==> src/rtl/spi_pkg.sv <==
// Shared SPI write-link definitions: frame geometry, register map and controller state encoding.
package spi_pkg;

  localparam int unsigned SPI_FRAME_W = 16;
  localparam int unsigned SPI_ADDR_W  = 7;
  localparam int unsigned SPI_DATA_W  = 8;
  localparam int unsigned SPI_PHASES  = 2 * SPI_FRAME_W;
  localparam int unsigned SPI_PHASE_W = 5;
  localparam int unsigned SPI_DIV_W   = 8;

  localparam logic [SPI_ADDR_W-1:0] EN_OUT_7_0  = 7'h00;
  localparam logic [SPI_ADDR_W-1:0] EN_OUT_15_8 = 7'h01;
  localparam logic [SPI_ADDR_W-1:0] EN_PWM_7_0  = 7'h02;
  localparam logic [SPI_ADDR_W-1:0] EN_PWM_15_8 = 7'h03;
  localparam logic [SPI_ADDR_W-1:0] PWM_DUTY    = 7'h04;

  typedef enum logic [2:0] {
    ST_IDLE  = 3'd0,
    ST_SETUP = 3'd1,
    ST_SHIFT = 3'd2,
    ST_HOLD  = 3'd3,
    ST_GAP   = 3'd4
  } spi_ctrl_state_t;

  typedef struct packed {
    logic                  rw;
    logic [SPI_ADDR_W-1:0] addr;
    logic [SPI_DATA_W-1:0] data;
  } spi_frame_t;

endpackage

==> src/rtl/spi_clk_div.sv <==
// Free-running DIV-cycle tick generator; held at zero while cleared.
module spi_clk_div
  import spi_pkg::*;
#(
  parameter int unsigned DIV = 4
) (
  input  logic clk,
  input  logic rst,
  input  logic i_clr,
  output logic o_tick_c
);

  localparam logic [SPI_DIV_W-1:0] LAST = SPI_DIV_W'(DIV - 1);

  logic [SPI_DIV_W-1:0] r_cnt;

  assign o_tick_c = (r_cnt == LAST);

  always_ff @(posedge clk) begin
    if (rst || i_clr) begin
      r_cnt <= '0;
    end else if (o_tick_c) begin
      r_cnt <= '0;
    end else begin
      r_cnt <= r_cnt + SPI_DIV_W'(1);
    end
  end

endmodule

==> src/rtl/spi_controller.sv <==
// SPI Mode-0 write initiator: serialises {rw, addr, data} MSB first with setup, hold and nCS gap.
module spi_controller
  import spi_pkg::*;
#(
  parameter int unsigned CLK_DIV = 4,
  parameter int unsigned ADDR_W  = 7,
  parameter int unsigned DATA_W  = 8
) (
  input  logic              clk,
  input  logic              rst,
  input  logic              start,
  input  logic              rw,
  input  logic [ADDR_W-1:0] addr,
  input  logic [DATA_W-1:0] wdata,
  output logic              busy,
  output logic              done,
  output logic              sclk,
  output logic              copi,
  output logic              ncs
);

  localparam logic [SPI_PHASE_W-1:0] LAST_PHASE = SPI_PHASE_W'(SPI_PHASES - 1);

  spi_ctrl_state_t r_state, w_state_nxt;

  logic [SPI_FRAME_W-1:0] r_sr, w_sr_nxt;
  logic [SPI_PHASE_W-1:0] r_phase, w_phase_nxt;
  logic r_busy, w_busy_nxt;
  logic r_done, w_done_nxt;
  logic r_sclk, w_sclk_nxt;
  logic r_copi, w_copi_nxt;
  logic r_ncs, w_ncs_nxt;

  logic       w_accept;
  logic       w_tick;
  logic       w_clr;
  spi_frame_t w_frame_in;

  assign w_frame_in = '{rw: rw, addr: SPI_ADDR_W'(addr), data: SPI_DATA_W'(wdata)};

  // Divider restarts on accept so the first SETUP cycle is count 0.
  assign w_clr = w_accept || (r_state == ST_IDLE);

  spi_clk_div #(
    .DIV(CLK_DIV)
  ) u_clk_div (
    .clk     (clk),
    .rst     (rst),
    .i_clr   (w_clr),
    .o_tick_c(w_tick)
  );

  always_ff @(posedge clk) begin
    if (rst) begin
      r_state <= ST_IDLE;
      r_sr    <= '0;
      r_phase <= '0;
      r_busy  <= 1'b0;
      r_done  <= 1'b0;
      r_sclk  <= 1'b0;
      r_copi  <= 1'b0;
      r_ncs   <= 1'b1;
    end else begin
      r_state <= w_state_nxt;
      r_sr    <= w_sr_nxt;
      r_phase <= w_phase_nxt;
      r_busy  <= w_busy_nxt;
      r_done  <= w_done_nxt;
      r_sclk  <= w_sclk_nxt;
      r_copi  <= w_copi_nxt;
      r_ncs   <= w_ncs_nxt;
    end
  end

  always_comb begin
    w_state_nxt = r_state;
    w_sr_nxt    = r_sr;
    w_phase_nxt = r_phase;
    w_busy_nxt  = r_busy;
    w_done_nxt  = 1'b0;
    w_sclk_nxt  = r_sclk;
    w_copi_nxt  = r_copi;
    w_ncs_nxt   = r_ncs;
    w_accept    = 1'b0;

    unique case (r_state)
      ST_IDLE: begin
        w_accept = start;
      end
      ST_SETUP: begin
        if (w_tick) begin
          w_state_nxt = ST_SHIFT;
          w_phase_nxt = '0;
        end
      end
      ST_SHIFT: begin
        // Even phases are low, odd phases high; data advances only on falling edges.
        if (w_tick) begin
          if (r_phase == LAST_PHASE) begin
            w_state_nxt = ST_HOLD;
            w_sclk_nxt  = 1'b0;
          end else begin
            w_phase_nxt = r_phase + SPI_PHASE_W'(1);
            w_sclk_nxt  = ~r_phase[0];
            if (r_phase[0]) begin
              w_sr_nxt   = {r_sr[SPI_FRAME_W-2:0], 1'b0};
              w_copi_nxt = r_sr[SPI_FRAME_W-2];
            end
          end
        end
      end
      ST_HOLD: begin
        if (w_tick) begin
          w_state_nxt = ST_GAP;
          w_ncs_nxt   = 1'b1;
          w_copi_nxt  = 1'b0;
        end
      end
      ST_GAP: begin
        // The edge that raises done may also take the next request, giving a 35*D period.
        if (w_tick) begin
          w_state_nxt = ST_IDLE;
          w_done_nxt  = 1'b1;
          w_busy_nxt  = 1'b0;
          w_accept    = start;
        end
      end
      default: begin
        w_state_nxt = ST_IDLE;
        w_busy_nxt  = 1'b0;
        w_sclk_nxt  = 1'b0;
        w_copi_nxt  = 1'b0;
        w_ncs_nxt   = 1'b1;
      end
    endcase

    if (w_accept) begin
      w_state_nxt = ST_SETUP;
      w_sr_nxt    = w_frame_in;
      w_phase_nxt = '0;
      w_busy_nxt  = 1'b1;
      w_sclk_nxt  = 1'b0;
      w_copi_nxt  = w_frame_in.rw;
      w_ncs_nxt   = 1'b0;
    end
  end

  assign busy = r_busy;
  assign done = r_done;
  assign sclk = r_sclk;
  assign copi = r_copi;
  assign ncs  = r_ncs;

endmodule
==> config.mk <==
export PLATFORM = sky130hd
export DESIGN_NAME = spi_controller
export DESIGN_NICKNAME = d
export VERILOG_FILES = /design/src/rtl/spi_pkg.sv /design/src/rtl/spi_clk_div.sv /design/src/rtl/spi_controller.sv
export SDC_FILE = /design/constraint.sdc
export NUM_CORES = 1
export LEC_CHECK = 0
export CORE_MARGIN = 4
export CORE_UTILIZATION = 50
export CTS_BUF_LIST = sky130_fd_sc_hd__clkbuf_8
export DETAILED_ROUTE_END_ITERATION = 7
export GPL_TIMING_DRIVEN = 0
export HOLD_SLACK_MARGIN = 0.08
export PLACE_DENSITY_LB_ADDON = 0.08
export SLEW_MARGIN = 0
export SYNTH_ARGS = -nofsm -noshare
export SYNTH_HDL_FRONTEND = slang
export SYNTH_SLANG_ARGS = --single-unit
==> constraint.sdc <==
create_clock -name clk -period 2.3 [get_ports clk]
set_clock_uncertainty 0.2 [all_clocks]
set_input_delay 0.46 -clock clk [delete_from_list [all_inputs] [get_ports clk]]
set_output_delay 0.46 -clock clk [all_outputs]
set_load 0.01 [all_outputs]
* Word-level counts from Yosys, hierarchy flattened
Cells that the tools add are included.
** Cells by class
- Add/sub/neg operators :: 2
- Equality and inequality tests :: 24
- Mux-type cells :: 33
- Bitwise operators :: 4
- Reductions and logical operators :: 22
** Operators with widths (number)
- $mux W15 :: 5
- $mux W3 :: 5
- $mux W5 :: 3
- $pmux W3 S5 :: 1
- $ne A2 B1 Y1 const B :: 7
- $mux W1 :: 13
- $ne A3 B2 Y1 const B :: 4
- $reduce_and A6 Y1 :: 2
- $reduce_or A4 Y1 :: 3
- $pmux W5 S2 :: 1
- $ne A3 B3 Y1 const B :: 3
- $add A8 B1 Y8 const B :: 1
- $eq A8 B2 Y1 const B :: 1
- $ne A2 B2 Y1 const B :: 4
- $pmux W1 S2 :: 4
- $reduce_and A4 Y1 :: 2
- $reduce_bool A2 Y1 :: 4
- $eq A3 B2 Y1 const B :: 2
- $reduce_and A2 Y1 :: 3
- $reduce_or A2 Y1 :: 3
- $add A5 B1 Y5 const B :: 1
- $eq A5 B5 Y1 const B :: 1
- $reduce_and A5 Y1 :: 1
- $not A1 Y1 :: 4
- other kinds (6) :: 7
** Word-level totals
- Register bits after elaboration :: 36
- Input bits :: 19
- Output and inout port bits :: 5
- Logic and storage cells :: 95

* Logic depth before layout (Yosys ltp)
- Depth after elaboration :: 6
- Gate-level depth with buffers :: 8
- Mapped depth without buffers :: 8

* By module
From an unflattened synthesis, not the netlist that was laid out.
** Unflattened totals
- Cells, all modules :: 195
- Area total of the unflattened synthesis :: 1716.6 µm²
** By module, submodules not included
- spi_controller :: times used 1, cells an instance 157, area each 1353.8 µm², sequential area each 560.5 µm²
- spi_clk_div :: times used 1, cells an instance 38, area each 362.8 µm², sequential area each 160.2 µm²

* Worst setup path after synthesis
No wires, ideal clock.
- Kind :: register -> register
- Start :: register r_phase[0]
- End :: register r_sr[10]
- Library setup time :: 128 ps
- Arrival time :: 1985 ps
- Data required time :: 1972 ps
- Setup slack :: -12 ps
- Stages on the path, launching flop included :: 9
- Path buffers :: 0
- Period minus slack after synthesis :: 2312 ps
- Cell sequence :: dfxtp_1 > ha_1 > and3_1 > ha_1 > nor4bb_1 > o2111ai_1 > a21o_1 > a222oi_1 > nor2_1
** On the way
- Cells in the longest elaborated chain, start to end :: 3
- Elaborated cells between the ends (all ways) :: 4
- Classes of those cells :: 2 x eq/ne; 2 x reduce/logical
** Ends and longest elaborated chain
- from (decl) :: RTL line spi_controller.sv:27 : logic [SPI_PHASE_W-1:0] r_phase, w_phase_nxt;
- from (signal assigned) :: RTL line spi_controller.sv:66 : r_phase <= w_phase_nxt;
- $eq A5 B5 Y1 :: RTL line spi_controller.sv:99 : if (r_phase == LAST_PHASE) begin
- $ne A2 B2 Y1 (no line)
- $reduce_and A4 Y1 (no line) *
- to (signal assigned) :: RTL line spi_controller.sv:65 : r_sr <= w_sr_nxt;
- to (decl) :: RTL line spi_controller.sv:26 : logic [SPI_FRAME_W-1:0] r_sr, w_sr_nxt;
Mark *: on every way between the ends. The rest lies on a longest branch, timed or not.
A chain may end at the register's enable or synchronous reset.

* Worst setup path after layout
- Start :: register r_phase[0]
- End :: register r_phase[1]
** On the way
- Cells in the longest elaborated chain, start to end :: 4
- Elaborated cells between the ends (all ways) :: 7
- Classes of those cells :: 1 x add/sub; 2 x eq/ne; 3 x mux; 1 x reduce/logical
** Ends and longest elaborated chain
- $add A5 B1 Y5 :: RTL line spi_controller.sv:103 : w_phase_nxt = r_phase + SPI_PHASE_W'(1);
- $mux W5 :: RTL line spi_controller.sv:99
- $mux W5 :: RTL line spi_controller.sv:98 : if (w_tick) begin
- $pmux W5 S2 :: RTL line spi_controller.sv:86 : unique case (r_state)
Parallel ways exist; a longest one is shown, timed or not. The select of a mux whose other input is x is not followed.

==> flow_summary.json <==
{
  "finalHoldViolations": 0,
  "synthTopCellsByArea": "dfxtp_1, nor2_1, nor4_1, a21oi_1, a222oi_1",
  "async_reset_ff_share_pct": 0,
  "cts_root_buffer": "clkbuf_8",
  "cp.arrival_ns": 2.34,
  "fp-row-count": 20,
  "final.setup.worst_slack_ns": -0.0210,
  "hold_path_class": "flop to flop",
  "dp_hpwl_mm": 2.72,
  "die_area_sq_um": 4350,
  "clockBufferDepth": 2,
  "fmax_ghz": 0.431,
  "cp_max_fo": 8,
  "setup_tns_ns": -0.0285,
  "synth_seq_area_share_pct": 42.9,
  "synth_most_common_cell": "nor2_1",
  "rsz0062_at_grt": "yes",
  "synth_top_flop_cell": "dfxtp_1",
  "globalRouteMet2Util_pct": 32.4,
  "core_area_sq_um": 3130,
  "status": "complete, but fails checks",
  "htree_levels": 2,
  "synth_top_area_share_pct": 42.9,
  "min_period_ns": 2.32,
  "grt_overflow_total": 0,
  "area_delta_synth_final_pct": 31.3,
  "die_w_microns": 66.0,
  "synth-edff-count": 0,
  "critPathLaunchType": "flop",
  "clk_transition_reported_paths_ns": 0.07,
  "antenna_cells": 0,
  "setup_violations": 2,
  "r2r_end": "r_phase[1]",
  "synth_top_cell_by_area": "dfxtp_1",
  "critPathCaptureType": "flop",
  "grt_start_max_net_pins": 12,
  "vias": 1625,
  "min_from": "u_clk_div.r_cnt[0]",
  "syn-cell-area_sq_um": 1680,
  "path_class": "flop to flop",
  "worst_skew_pair.late_latency_ns": 0.29,
  "min_delay_path_depth": 1,
  "setup.worst_path.start": "r_phase[0]",
  "cts-buffers-inserted": 5,
  "drt-initial-drc-count": 200,
  "rr_worst_depth": 8,
  "leakage_nw": 0.834,
  "wl_per_cell_microns": 14.5,
  "synth_warnings": 0,
  "violations": "setup timing",
  "post-route-period-util_pct": 101,
  "synth_cell_types": 39,
  "netlist_instances": 205,
  "cts_tree": "yes",
  "hold_end": "u_clk_div.r_cnt[0]",
  "vdd_drop_max_mv": 0.437,
  "synth_common_cells": "nor2_1, dfxtp_1, a21oi_1, nor4_1, nand2_1",
  "io_pins": 24,
  "viasPerCell": 5.68,
  "die_y_microns": 66.0,
  "gp_congestion": 0.874,
  "slew_headroom_pct": 62.0,
  "grt_pass1_vias": 1549,
  "antenna_found_initial": 0,
  "grt.busiest_layer": "met2",
  "seq_area_sq_um": 726,
  "pre_cts_ws_ns": -0.281,
  "ys_seq_elements": 36,
  "first_pass_iters": 5,
  "fillCellCount": 259,
  "globalRouteTotalUtil_pct": 20.7,
  "multi_input_area_sq_um": 990,
  "post-route-drc-count": 0,
  "crit-reg2reg-launch": "r_phase[0]",
  "worstPathRequired_ns": 2.32,
  "power_density_nw_per_um2": 589,
  "layout-drive-gt1-share_pct": 15.7,
  "report.final.slew_viol_count": 0,
  "avgSynthCellArea_sq_um": 8.20,
  "tightest_slew_ns": 0.569,
  "layout.nets": 264,
  "cts.sinks": 36,
  "portBuffers": 23,
  "syn_nets": 227,
  "drt-total-wl_mm": 4.14,
  "drv_cap": 0,
  "gr-usage-met1_pct": 26.1,
  "grt_pass1_wl_mm": 6.93,
  "initial_core_util_pct": 53.7,
  "rrSetupSlack_ns": -0.02,
  "grt_util_met3_pct": 6.46,
  "ant_nets": 0,
  "hold_buffers": 0
}
==> worst max-delay path: stages (launching register included) <==
cell and delay (ns):
dfxtp_4 0.35, ha_4 0.15, and3_4 0.18, ha_4 0.17, buf_4 0.14, nor3b_1 0.17
o2111ai_1 0.33, or3_1 0.40, a21oi_1 0.15
==> power by group <==
part / total (W) / switching, W / internal [W] / leakage [nW]
Clock: 0.000478 / 0.000211 / 0.000266 / 0.0503
Combinational: 0.000153 / 0.0000786 / 0.0000749 / 0.488
Sequential: 0.000667 / 0.0000166 / 0.000651 / 0.296
Total: 0.00130 / 0.000306 / 0.000992 / 0.834
==> worst max path at each step <==
| stage | end | depth (start not counted) |
|---|---|---|
| 5_1_grt | r_sr[5] | 8 |
| 3_3_place_gp | r_sr[7] | 6 |
| 4_1_cts | r_sr[1] | 8 |
| 3_5_place_dp | r_sr[1] | 8 |
| 2_1_floorplan | r_sr[10] | 8 |
| 6_report | r_phase[1] | 8 |
==> sequential cells by signal, indices dropped and copies added, names as in the netlist <==
name and count:
sclk 1, r_state 3, ncs 1, r_phase 5, done 1, copi 1
r_sr 15, busy 1, u_clk_div.r_cnt 8
==> placed cells by master, fill, tap and decap left out, types with 2 or more instances in the layout <==
master / count
a21o_1: 2
a21oi_1: 10
a21oi_2: 2
a222oi_1: 5
and3_1: 5
buf_2: 6
buf_4: 6
clkbuf_1: 5
clkbuf_8: 7
clkdlybuf4s50_1: 23
dfxtp_1: 34
ha_4: 2
inv_1: 4
mux2i_1: 2
nand2_1: 8
nand3_1: 5
nor2_1: 56
nor2b_1: 4
nor3_1: 2
nor3b_1: 2
nor4_1: 9
o21ai_0: 4
or2_2: 2
or3_1: 4
xnor2_1: 2
xor2_1: 5
==> repair_timing <==
item                                    CTS  global route
pin swaps                                11             7
resized for setup                        12             5
endpoints found under the setup margin   21            21
cloned                                    1             0
setup buffers                             5             1
==> cells by family after synthesis <==
family | count (synthesis) | share of synthesized area (%)
and+or+nand+nor | 107 | 31.4
DFF | 36 | 42.9
AOI/OAI and AO/OA | 35 | 14.8
buffers and inverters | 15 | 3.80
xor gates and xnor gates | 7 | 3.65
adders and majority gates | 3 | 2.23
muxes | 2 | 1.19
==> metal layers <==
metal / vias to the layer above / share of wire, %
met5: - / 0
met4: 0 / 2.0
met3: 11 / 7.4
met2: 66 / 48
met1: 749 / 43
li1: 799 / -
==> cell type report <==
cell class	count	area share, %
flip-flops and latches	36	32.9
well taps	44	2.50
inverters	4	0.681
clock buffers	7	4.37
plain buffers	11	2.21
multi-input cells	155	44.9
repair buffers	29	12.5
==> per-stage QoR <==
| step | cells | total power (W) | util (%) | hold WS (ns) | area [sq um] |
|---|---|---|---|---|---|
| final | 286 | 0.00130 | 70.5 | 0.241 | 2210 |
| after global routing | 286 | 0.00136 | 70.5 | 0.284 | 2210 |
| after CTS | 285 | 0.00130 | 69.4 | 0.248 | 2170 |
| after detailed placement | 272 | 0.000825 | 62.8 | 0.238 | 1970 |
| after global placement | 272 | 0.000820 | 62.8 | 0.222 | 1970 |
| after floorplan | 205 | 0.000760 | - | 0.213 | 1680 |
(Power assumes the default switching activity.)
